===== config.mk =====
export PLATFORM = sky130hd
export DESIGN_NAME = ibex_pin_bridge
export DESIGN_NICKNAME = d
export VERILOG_FILES = /design/src/rtl/ibex_pin_bridge_pkg.sv /design/src/rtl/ibex_pin_bridge_arb.sv /design/src/rtl/ibex_pin_bridge.sv
export SDC_FILE = /design/constraint.sdc
export NUM_CORES = 1
export LEC_CHECK = 0
export BUFFER_PORTS_ARGS = -buffer_cell sky130_fd_sc_hd__buf_2
export CORE_MARGIN = 10
export CORE_UTILIZATION = 50
export CTS_CLUSTER_DIAMETER = 50
export DETAILED_ROUTE_END_ITERATION = 7
export GPL_TIMING_DRIVEN = 0
export HOLD_SLACK_MARGIN = 0.08
export PLACE_DENSITY = 0.75
export REMOVE_ABC_BUFFERS = 1
export SLEW_MARGIN = 20
export SYNTH_ARGS = -nofsm -noshare
export SYNTH_HDL_FRONTEND = slang
export SYNTH_SLANG_ARGS = --single-unit

===== constraint.sdc =====
create_clock -name clk_i -period 4 [get_ports clk_i]
set_input_delay 0.4 -clock clk_i [delete_from_list [all_inputs] [get_ports clk_i]]
set_output_delay 0.4 -clock clk_i [all_outputs]
set_load 0.02 [all_outputs]

===== src/rtl/ibex_pin_bridge_pkg.sv =====
// Shared types and sizing helpers for the Ibex pin-limited memory bridge.
package ibex_pin_bridge_pkg;

   typedef enum logic [2:0] {
      ST_IDLE,
      ST_HDR,
      ST_ADDR,
      ST_WDATA,
      ST_STAT,
      ST_RDATA,
      ST_DONE
   } state_e;

   // Header beat layout, sent zero-extended in pad_out_o[5:0]
   typedef struct packed {
      logic       ch;
      logic       we;
      logic [3:0] be;
   } hdr_t;

   localparam logic CH_INSTR = 1'b0;
   localparam logic CH_DATA  = 1'b1;

   function automatic int beats_per_word(input int pin_w);
      return 32 / pin_w;
   endfunction

   function automatic int cnt_width(input int n);
      return $clog2(n + 1);
   endfunction

endpackage


===== src/rtl/ibex_pin_bridge_arb.sv =====
// Two-way arbiter between the instr and data ports: fixed data priority or round-robin.
module ibex_pin_bridge_arb #(
   parameter int ARB_RR = 0
) (
   input  logic clk_i,
   input  logic rst_i,
   input  logic en_i,
   input  logic instr_req_i,
   input  logic data_req_i,
   output logic instr_gnt_o,
   output logic data_gnt_o
);

   // Set when the data port won last; reset value makes instr the favoured port
   logic last_data_q;
   logic pick_data;

   always_comb begin
      pick_data = data_req_i;
      if (instr_req_i && data_req_i) begin
         pick_data = (ARB_RR != 0) ? !last_data_q : 1'b1;
      end
   end

   assign data_gnt_o  = en_i && data_req_i && pick_data;
   assign instr_gnt_o = en_i && instr_req_i && !pick_data;

   always_ff @(posedge clk_i) begin
      if (rst_i) begin
         last_data_q <= 1'b1;
      end else if (instr_gnt_o || data_gnt_o) begin
         last_data_q <= data_gnt_o;
      end
   end

endmodule


===== src/rtl/ibex_pin_bridge.sv =====
// Bridges the Ibex instr/data ports onto a narrow serial pad link, one transaction at a time.
module ibex_pin_bridge
   import ibex_pin_bridge_pkg::*;
#(
   parameter int PIN_W       = 8,
   parameter int ARB_RR      = 0,
   parameter int TIMEOUT_CYC = 1024
) (
   input  logic             clk_i,
   input  logic             rst_i,
   input  logic             instr_req_i,
   output logic             instr_gnt_o,
   output logic             instr_rvalid_o,
   input  logic [31:0]      instr_addr_i,
   output logic [31:0]      instr_rdata_o,
   output logic             instr_err_o,
   input  logic             data_req_i,
   output logic             data_gnt_o,
   output logic             data_rvalid_o,
   input  logic             data_we_i,
   input  logic [3:0]       data_be_i,
   input  logic [31:0]      data_addr_i,
   input  logic [31:0]      data_wdata_i,
   output logic [31:0]      data_rdata_o,
   output logic             data_err_o,
   output logic [PIN_W-1:0] pad_out_o,
   output logic             pad_out_valid_o,
   input  logic             pad_out_ready_i,
   input  logic [PIN_W-1:0] pad_in_i,
   input  logic             pad_in_valid_i
);

   localparam int NB = beats_per_word(PIN_W);
   localparam int BW = cnt_width(NB);
   localparam int TW = cnt_width(TIMEOUT_CYC);
   localparam logic [BW-1:0] LAST_BEAT = BW'(NB - 1);
   localparam logic [TW-1:0] TMO_LAST  = TW'(TIMEOUT_CYC - 1);
   localparam logic [TW-1:0] TMO_MAX   = TW'(TIMEOUT_CYC);

   state_e         state_q;
   hdr_t           hdr_q;
   logic [63:0]    sh_q;      // {wdata, addr}, shifted out LSB-first
   logic [BW-1:0]  beat_q;
   logic [TW-1:0]  tmo_q;
   logic [31:0]    acc_q;
   logic           serr_q;
   logic [31:0]    instr_rdata_q, data_rdata_q;
   logic           instr_err_q, data_err_q, instr_rvalid_q, data_rvalid_q;

   logic           out_fire, fin, fin_err;
   logic [31:0]    fin_rdata, acc_nxt;

   ibex_pin_bridge_arb #(.ARB_RR(ARB_RR)) u_arb (
      .clk_i       (clk_i),
      .rst_i       (rst_i),
      .en_i        ((state_q == ST_IDLE) && !rst_i),
      .instr_req_i (instr_req_i),
      .data_req_i  (data_req_i),
      .instr_gnt_o (instr_gnt_o),
      .data_gnt_o  (data_gnt_o)
   );

   // Outbound link: a beat transfers on any cycle where pad_out_valid_o && pad_out_ready_i;
   // valid is held with stable data until accepted. Inbound beats have no backpressure.
   assign pad_out_valid_o = (state_q == ST_HDR) || (state_q == ST_ADDR) || (state_q == ST_WDATA);
   assign pad_out_o       = !pad_out_valid_o ? '0 :
                            (state_q == ST_HDR) ? PIN_W'(hdr_q) : sh_q[PIN_W-1:0];
   assign out_fire        = pad_out_valid_o && pad_out_ready_i;

   always_comb begin
      acc_nxt   = acc_q;
      fin       = 1'b0;
      fin_err   = 1'b0;
      fin_rdata = '0;
      for (int k = 0; k < NB; k++) begin
         if (beat_q == BW'(k)) acc_nxt[k*PIN_W +: PIN_W] = pad_in_i;
      end
      if (state_q == ST_STAT) begin
         if (pad_in_valid_i && hdr_q.we) begin
            fin     = 1'b1;
            fin_err = pad_in_i[0];
         end else if (!pad_in_valid_i && tmo_q == TMO_LAST) begin
            fin     = 1'b1;
            fin_err = 1'b1;
         end
      end else if (state_q == ST_RDATA) begin
         if (pad_in_valid_i && beat_q == LAST_BEAT) begin
            fin       = 1'b1;
            fin_err   = serr_q;
            fin_rdata = serr_q ? '0 : acc_nxt;
         end else if (!pad_in_valid_i && tmo_q == TMO_LAST) begin
            fin     = 1'b1;
            fin_err = 1'b1;
         end
      end
   end

   always_ff @(posedge clk_i) begin
      if (rst_i) begin
         state_q        <= ST_IDLE;
         hdr_q          <= '0;
         sh_q           <= '0;
         beat_q         <= '0;
         tmo_q          <= '0;
         acc_q          <= '0;
         serr_q         <= 1'b0;
         instr_rdata_q  <= '0;
         instr_err_q    <= 1'b0;
         instr_rvalid_q <= 1'b0;
         data_rdata_q   <= '0;
         data_err_q     <= 1'b0;
         data_rvalid_q  <= 1'b0;
      end else begin
         instr_rvalid_q <= 1'b0;
         data_rvalid_q  <= 1'b0;
         case (state_q)
            ST_IDLE: begin
               if (instr_gnt_o || data_gnt_o) begin
                  hdr_q.ch <= data_gnt_o ? CH_DATA : CH_INSTR;
                  hdr_q.we <= data_gnt_o && data_we_i;
                  hdr_q.be <= data_gnt_o ? data_be_i : 4'hF;
                  sh_q     <= data_gnt_o ? {data_wdata_i, data_addr_i} : {32'h0, instr_addr_i};
                  beat_q   <= '0;
                  state_q  <= ST_HDR;
               end
            end
            ST_HDR: begin
               if (out_fire) state_q <= ST_ADDR;
            end
            ST_ADDR, ST_WDATA: begin
               if (out_fire) begin
                  sh_q <= sh_q >> PIN_W;
                  if (beat_q == LAST_BEAT) begin
                     beat_q <= '0;
                     tmo_q  <= '0;
                     state_q <= (state_q == ST_ADDR && hdr_q.we) ? ST_WDATA : ST_STAT;
                  end else begin
                     beat_q <= beat_q + 1'b1;
                  end
               end
            end
            ST_STAT, ST_RDATA: begin
               if (pad_in_valid_i) begin
                  tmo_q <= '0;
                  if (state_q == ST_STAT) begin
                     serr_q  <= pad_in_i[0];
                     beat_q  <= '0;
                     if (!hdr_q.we) state_q <= ST_RDATA;
                  end else begin
                     acc_q  <= acc_nxt;
                     beat_q <= beat_q + 1'b1;
                  end
               end else if (tmo_q != TMO_MAX) begin
                  tmo_q <= tmo_q + 1'b1;
               end
               if (fin) begin
                  state_q <= ST_DONE;
                  if (hdr_q.ch == CH_DATA) begin
                     data_rvalid_q <= 1'b1;
                     data_rdata_q  <= fin_rdata;
                     data_err_q    <= fin_err;
                  end else begin
                     instr_rvalid_q <= 1'b1;
                     instr_rdata_q  <= fin_rdata;
                     instr_err_q    <= fin_err;
                  end
               end
            end
            ST_DONE: state_q <= ST_IDLE;
            default: state_q <= ST_IDLE;
         endcase
      end
   end

   assign instr_rvalid_o = instr_rvalid_q;
   assign instr_rdata_o  = instr_rdata_q;
   assign instr_err_o    = instr_err_q;
   assign data_rvalid_o  = data_rvalid_q;
   assign data_rdata_o   = data_rdata_q;
   assign data_err_o     = data_err_q;

endmodule

==> Word-level counts from Yosys, hierarchy flattened <==
Cells that the tools add are included.
{ "op_classes": {"n_bitwise": 4, "add_sub_neg": 2, "n_reduce_logical": 35, "eq_ne": 19, "muxes": 49} }
{ "ops": {"columns": ["cell", "n"], "rows": [
  ["64-bit two-way mux", 3],
  ["32-bit two-way mux", 4],
  ["64-bit case mux with 2 select lines", 1],
  ["8-bit two-way mux", 6],
  ["11-bit two-way mux", 4],
  ["3-bit two-way mux", 14],
  ["11-bit case mux with 2 select lines", 1],
  ["3-bit AND reduction", 5],
  ["1-bit two-way mux", 13],
  ["3-bit by 2-bit equality test with 1-bit output, second input constant", 4],
  ["1-bit logical AND", 12],
  ["3-bit inequality test, second input constant", 4],
  ["3-bit case mux with 4 select lines", 1],
  ["11-bit by 1-bit adder with 11-bit output, second input constant", 1],
  ["11-bit by 10-bit equality test with 1-bit output, second input constant", 1],
  ["11-bit inequality test, second input constant", 1],
  ["3-bit case mux with 3 select lines", 1],
  ["2-bit inequality test, second input constant", 4],
  ["4-bit AND reduction", 2],
  ["7-bit AND reduction", 1],
  ["3-bit by 1-bit equality test with 1-bit output, second input constant", 2],
  ["3-bit equality test, second input constant", 2],
  ["3-bit zero test", 2],
  ["4-bit two-way mux", 1],
  ["10 further kinds", 19]
]} }
{ "totals": {"register_bits": 188, "inputBits": 115, "out_inout_bits": 79, "elab_cells": 124} }

==> Depth between registers and ports, before layout <==
{ "depth": {"ltp_word": 8, "ltp_mapped": 8, "mapped_depth_nobuf": 6} }

==> By module <==
A second synthesis with hierarchy kept.
{ "unflattened": {"hier_cells": 1029, "area_unflattened_um2": 8440.6} }
{ "by_module_without_submodules": {"columns": ["module", "cells_per_inst", "instances", "seq_area_each_um2", "area_per_inst_um2"], "rows": [
  ["ibex_pin_bridge", 1027, 1, 3603.5, 8424.3],
  ["ibex_pin_bridge_arb", 2, 1, 0.0, 16.3]
]} }

==> Worst setup path after synthesis <==
OpenSTA, ideal clock, no wires.
{ "synth_timing": {"path_type": "reg-to-reg", "start": "reg beat_q[0]", "end": "reg data_rdata_q[10], in the netlist data_rdata_o[10]", "setup_slack_ns": 1.868, "synth_period_minus_slack_ns": 2.132, "n_path_buf": 2, "setup_time_ns": 0.121, "arrival_ns": 2.010, "t_required_ns": 3.879, "path_stages_with_launch": 9, "path_cell_list": "dfxtp_1 -> ha_1 -> ha_1 -> mux2_2 -> and2_0 -> clkbuf_1 -> o21ai_4 -> buf_6 -> mux2_4"} }
{ "synth_via": {"elab_chain_cells": 6, "word_cells_on_any_way": 12, "cone_classes": "eq/ne (2); mux (8); reduce/logical (2)"} }
{ "synth_rtl": {"columns": ["item", "line_no", "text"], "rows": [
  ["start: declaration", "ibex_pin_bridge.sv:43", "logic [BW-1:0] beat_q;"],
  ["start signal: assignment", "ibex_pin_bridge.sv:138", "beat_q <= beat_q + 1'b1;"],
  ["start signal: assignment", "ibex_pin_bridge.sv:151", "beat_q <= beat_q + 1'b1;"],
  ["3-bit by 1-bit equality test with 1-bit output or 3-bit by 2-bit equality test with 1-bit output (tied branches)", "ibex_pin_bridge.sv:76, ibex_pin_bridge.sv:87", null],
  ["8-bit two-way mux or 1-bit logical AND (tied branches)", "ibex_pin_bridge.sv:76, ibex_pin_bridge.sv:87", null],
  ["32-bit two-way mux or 1-bit two-way mux (tied branches)", "ibex_pin_bridge.sv:90, ibex_pin_bridge.sv:87", null],
  ["32-bit two-way mux or 1-bit two-way mux (tied branches)", "ibex_pin_bridge.sv:87, ibex_pin_bridge.sv:86", null],
  ["32-bit two-way mux or 1-bit two-way mux (tied branches)", "ibex_pin_bridge.sv:86, ibex_pin_bridge.sv:78", null],
  ["32-bit two-way mux or 3-bit AND reduction (tied branches)", null, null],
  ["end signal: assignment", "ibex_pin_bridge.sv:160", "data_rdata_q <= fin_rdata;"],
  ["end: declaration", "ibex_pin_bridge.sv:47", "logic [31:0] instr_rdata_q, data_rdata_q;"]
]} }
Parallel ways exist; a longest one is shown, timed or not.
A chain may end at the register's enable or synchronous reset.

==> Worst setup path in the final report <==
{ "layout_timing": {"start": "reg state_q[1]", "end": "out data_gnt_o"} }
{ "layout_via": {"elab_chain_cells": 4} }
{ "layout_rtl": {"columns": ["item", "line_no", "text"], "rows": [
  ["start: declaration", "ibex_pin_bridge.sv:40", "state_e state_q;"],
  ["start signal: assignment", "ibex_pin_bridge.sv:136", "state_q <= (state_q == ST_ADDR && hdr_q.we) ? ST_WDATA : ST_STAT;"],
  ["3-bit zero test", "ibex_pin_bridge.sv:56", ".en_i ((state_q == ST_IDLE) && !rst_i),"],
  ["1-bit logical AND", "ibex_pin_bridge.sv:56", null],
  ["1-bit logical AND (2 in series)", "ibex_pin_bridge_arb.sv:25", "assign data_gnt_o = en_i && data_req_i && pick_data;"],
  ["end: declaration", "ibex_pin_bridge.sv:18", "output logic data_gnt_o,"]
]} }
Every way passes these cells.

==> impl_results.md <==
* Outcome: completed
* Time the worst path needs with I/O delays and setup at between 2000 and 3000 ps
* Last weighted congestion value of the routability-driven placer at about 0.8
* Number of violations reported at the end of detailed-routing iteration 0 at 612
* Via count of the routed design at 7,575
* H-tree depth at 4
* Number of enable-type register cells in the synthesized netlist at 0
* Number of buffers inserted during clock tree synthesis at 17
* Number of top-level design ports at 194
* Wire length of the first global-routing pass at 37,530 µm
* Die span in x at around 150 µm
* Most frequent cells after synthesis: 180 x dfxtp_1, 148 x nand2_1, 91 x a21oi_1, 70 x o21ai_0, 67 x clkbuf_1
* P_sw at between 1 and 1.5 mW
* Cell area power density at 470.0 nW/µm²
* Portion of total power attributed to the clock network at 0.356
* Quantity of gates resized following cts at 0
* Post-synth top flop: dfxtp_1
* Cells after synthesis at 998
* Net total in the final layout at 1,245
* Total wire length at 23,420 µm
* CP endpoint kind: primary output
* Layout cell share with drive strength beyond 1 at 0.2663
* Proportion of netlist area held by the largest area contributor at 0.4146
* Placement row count at 48
* Sequential cell area at 3606 µm²
* Layout fillers at approximately 1,500
* Internal power at approximately 3.4 mW
* Clock tree skew after final layout at 8.651 ps
* Number of standard cells in the final layout excluding fillers at ~1,400
* Wire length per cell at 17.22 µm
* TritonCTS clock tree: yes
* Number of buffer cells added on primary ports at 193
* Async set-or-reset flop fraction in the synthesized netlist at 0
* Highest achievable clock rate at 341.7 MHz
* Final number of setup-violating endpoints at 0
* Post-route DRC violation count at 0
* Number of detailed-routing iterations run before antenna repair at 5
* Synth warnings at 0
* Util after Layout at 0.6038
* Worst Path Required at approximately 3600 ps
* ANT nets after route at 0
* Largest net degree at the start of global routing at 114
* TritonCTS Sinks at between 150 and 200
* Maximum buffer depth of the clock tree at 2
* Kind of launch point of the worst setup path: register
* Sw Ratio at 0.3063
* Total global routing track utilization at 0.1902
* Cell area after synthesis at 8692 µm²
* Worst slack at placement at about 940 ps
* Die Area at around 23,000 µm²
* Via count of the first global-routing pass at about 7,200
* DPL Wire Length at 16,030 µm
* Max-slew violation total from the final report at 0
* Peak ir drop on the vdd network at between 0.2 and 0.3 mV
* Sequential share of the synthesized area at 0.4146
* Worst path slowest cell: inv_2
* CTS clock-pin slew for the worst setup and hold paths at around 70 ps
* Master cell of the clock root buffer: clkbuf_16
* Mean area per synthesized cell at ~8.7 µm²
* Number of antenna violations at the first check in global routing at 1
* Critical Path AT at 2530 ps
* Final Hold Vio Count at 0
* Cell-by-cell trace of the critical path: buf_12 > nor3_2 > nand3b_1 > inv_2 > buf_2
* Worst-skew pair later-pin latency at roughly 420 ps
* Die height at 151.9 µm
* Synth-to-layout area growth at 19.32%
* Initial standard-cell utilization of the core at 0.5060
* Least-Margin Pin Slew at about 1000 ps
* Largest incremental delay on the critical path at around 510 ps
* Top post-synthesis cells by area: dfxtp_1 41%, mux2_4 7.3%, nand2_1 6.4%
* CTS Hold Buffers Added at 0
* Kind of path behind the tightest hold check: in -> reg
* Synth Register Bits at 180
* Footprint of the multi-input gates at roughly 4600 µm²
* Class of the most critical setup path: reg -> out
* Drt via density at 5.570
* Final cycle utilization of the critical path at 0.7317
* Number of buffers added for setup after CTS at 0
* Final setup margin at 1073 ps
* Number of placed instances with taps included at around 1,300
* RSZ-0062 raised after global routing: no
* Overflow after GRT at 0
* Largest fanout of any net on the critical path at 44
* Comb power frac at 0.213
* Max-slew headroom at 0.3117
* Total leakage power at 4.332 nW
* Most frequent cell after synthesis: dfxtp_1
* Core region area at 17,180 µm²
* Sequential cell fraction of total power at 0.431
* Cell type with the highest aggregate area in the netlist: dfxtp_1
* Library cells used by synthesis at 62
* Max cap viols at 0
## critical path: cells and delay by family (launching register included)
kind	cells	cell delay [ps]
DFF	1	420
buffers and inverters	3	1000
and+or+nand+nor	2	660
## stage by stage
| step | TNS (ps) | hold slack, ps | cell area, µm² | power (mW) |
|---|---|---|---|---|
| floorplan | 0 | 447.9 | 8263 | 2.765 |
| global placement | -96760 | 447.5 | 9510 | 3.096 |
| detailed placement | 0 | 464.0 | 9753 | 3.161 |
| CTS | 0 | 197.2 | 10360 | 4.885 |
| global route | 0 | 212.7 | 10370 | 5.098 |
| finish | 0 | 206.5 | 10370 | 4.874 |
## final timing paths
check / startpoint / endpoint / slack [ps] / cells after the start
min reg2reg: data_rdata_o[29] / data_rdata_o[29] / 470 / 2
max reg2reg: state_q[0] / acc_q[18] / 1130 / 4
min: data_wdata_i[27] / sh_q[59] / 210 / 3
max: state_q[1] / data_gnt_o / 1070 / 5
## flip-flops by register name, indices dropped and copies added (netlist names), 3 cells and up
| register | flops |
|---|---|
| beat_q | 3 |
| instr_rdata_o | 32 |
| hdr_q | 6 |
| acc_q | 24 |
| data_rdata_o | 32 |
| tmo_q | 11 |
| state_q | 3 |
| sh_q | 64 |
## cells by family after synthesis
group / after synthesis / synth area share
xor+xnor: 8 / 0.008061
simple gates: 332 / 0.1917
buf+inv: 114 / 0.05628
flops: 180 / 0.4146
fa+ha+maj: 8 / 0.01152
mux: 67 / 0.1025
compound gates: 289 / 0.2153
## layer usage
metal,part of all wire,GRT usage,vias to the layer above
li1,-,-,3779
met1,0.45,0.2404,3570
met2,0.49,0.3197,209
met3,0.048,0.03951,17
met4,0.013,0.05410,0
met5,0,0,-
## cells in the final DEF, fill, tap and decap left out, types with 3 or more instances in the layout
| cell | synthesis | routed |
|---|---|---|
| mux2_2 | 8 | 8 |
| or4_1 | 4 | 4 |
| clkinvlp_4 | 0 | 3 |
| a211oi_1 | 4 | 4 |
| nand3_1 | 8 | 8 |
| nor2b_1 | 53 | 52 |
| nor3_1 | 5 | 5 |
| mux2i_1 | 17 | 17 |
| nand2_1 | 148 | 148 |
| buf_2 | 7 | 192 |
| nand2b_1 | 55 | 54 |
| a21oi_1 | 91 | 91 |
| a221oi_1 | 5 | 5 |
| clkbuf_16 | 0 | 17 |
| buf_16 | 0 | 4 |
| a22oi_1 | 4 | 4 |
| xnor2_1 | 6 | 6 |
| and3_1 | 4 | 4 |
| mux2_4 | 42 | 42 |
| dfxtp_1 | 180 | 178 |
| o22ai_1 | 39 | 39 |
| bufinv_16 | 0 | 3 |
| buf_12 | 0 | 3 |
| nor2_1 | 33 | 32 |
| inv_1 | 14 | 14 |
| inv_6 | 0 | 4 |
| a221o_1 | 33 | 33 |
| ha_1 | 8 | 8 |
| a311oi_1 | 24 | 24 |
| o21ai_0 | 70 | 70 |
## power by group through the flow
stage                     Combinational [mW]  Sequential [mW]  Clock (mW)
after floorplan                        0.652             2.11           0
after global placement                 0.940             2.16           0
after detailed placement                1.03             2.13           0
after CTS                               1.03             2.10        1.76
after global routing                    1.14             2.12        1.84
final                                   1.04             2.10        1.74
## area by class of cell
| type | count | area share |
|---|---|---|
| antenna | 1 | 0.0002413 |
| clock buffer | 18 | 0.04235 |
| clock inverter | 13 | 0.01665 |
| inverter | 16 | 0.005791 |
| multi-input combinational | 704 | 0.4471 |
| sequential | 180 | 0.3477 |
| tap | 225 | 0.02714 |
| timing repair buffer | 203 | 0.1130 |
Power figures use the tool's default switching activity.
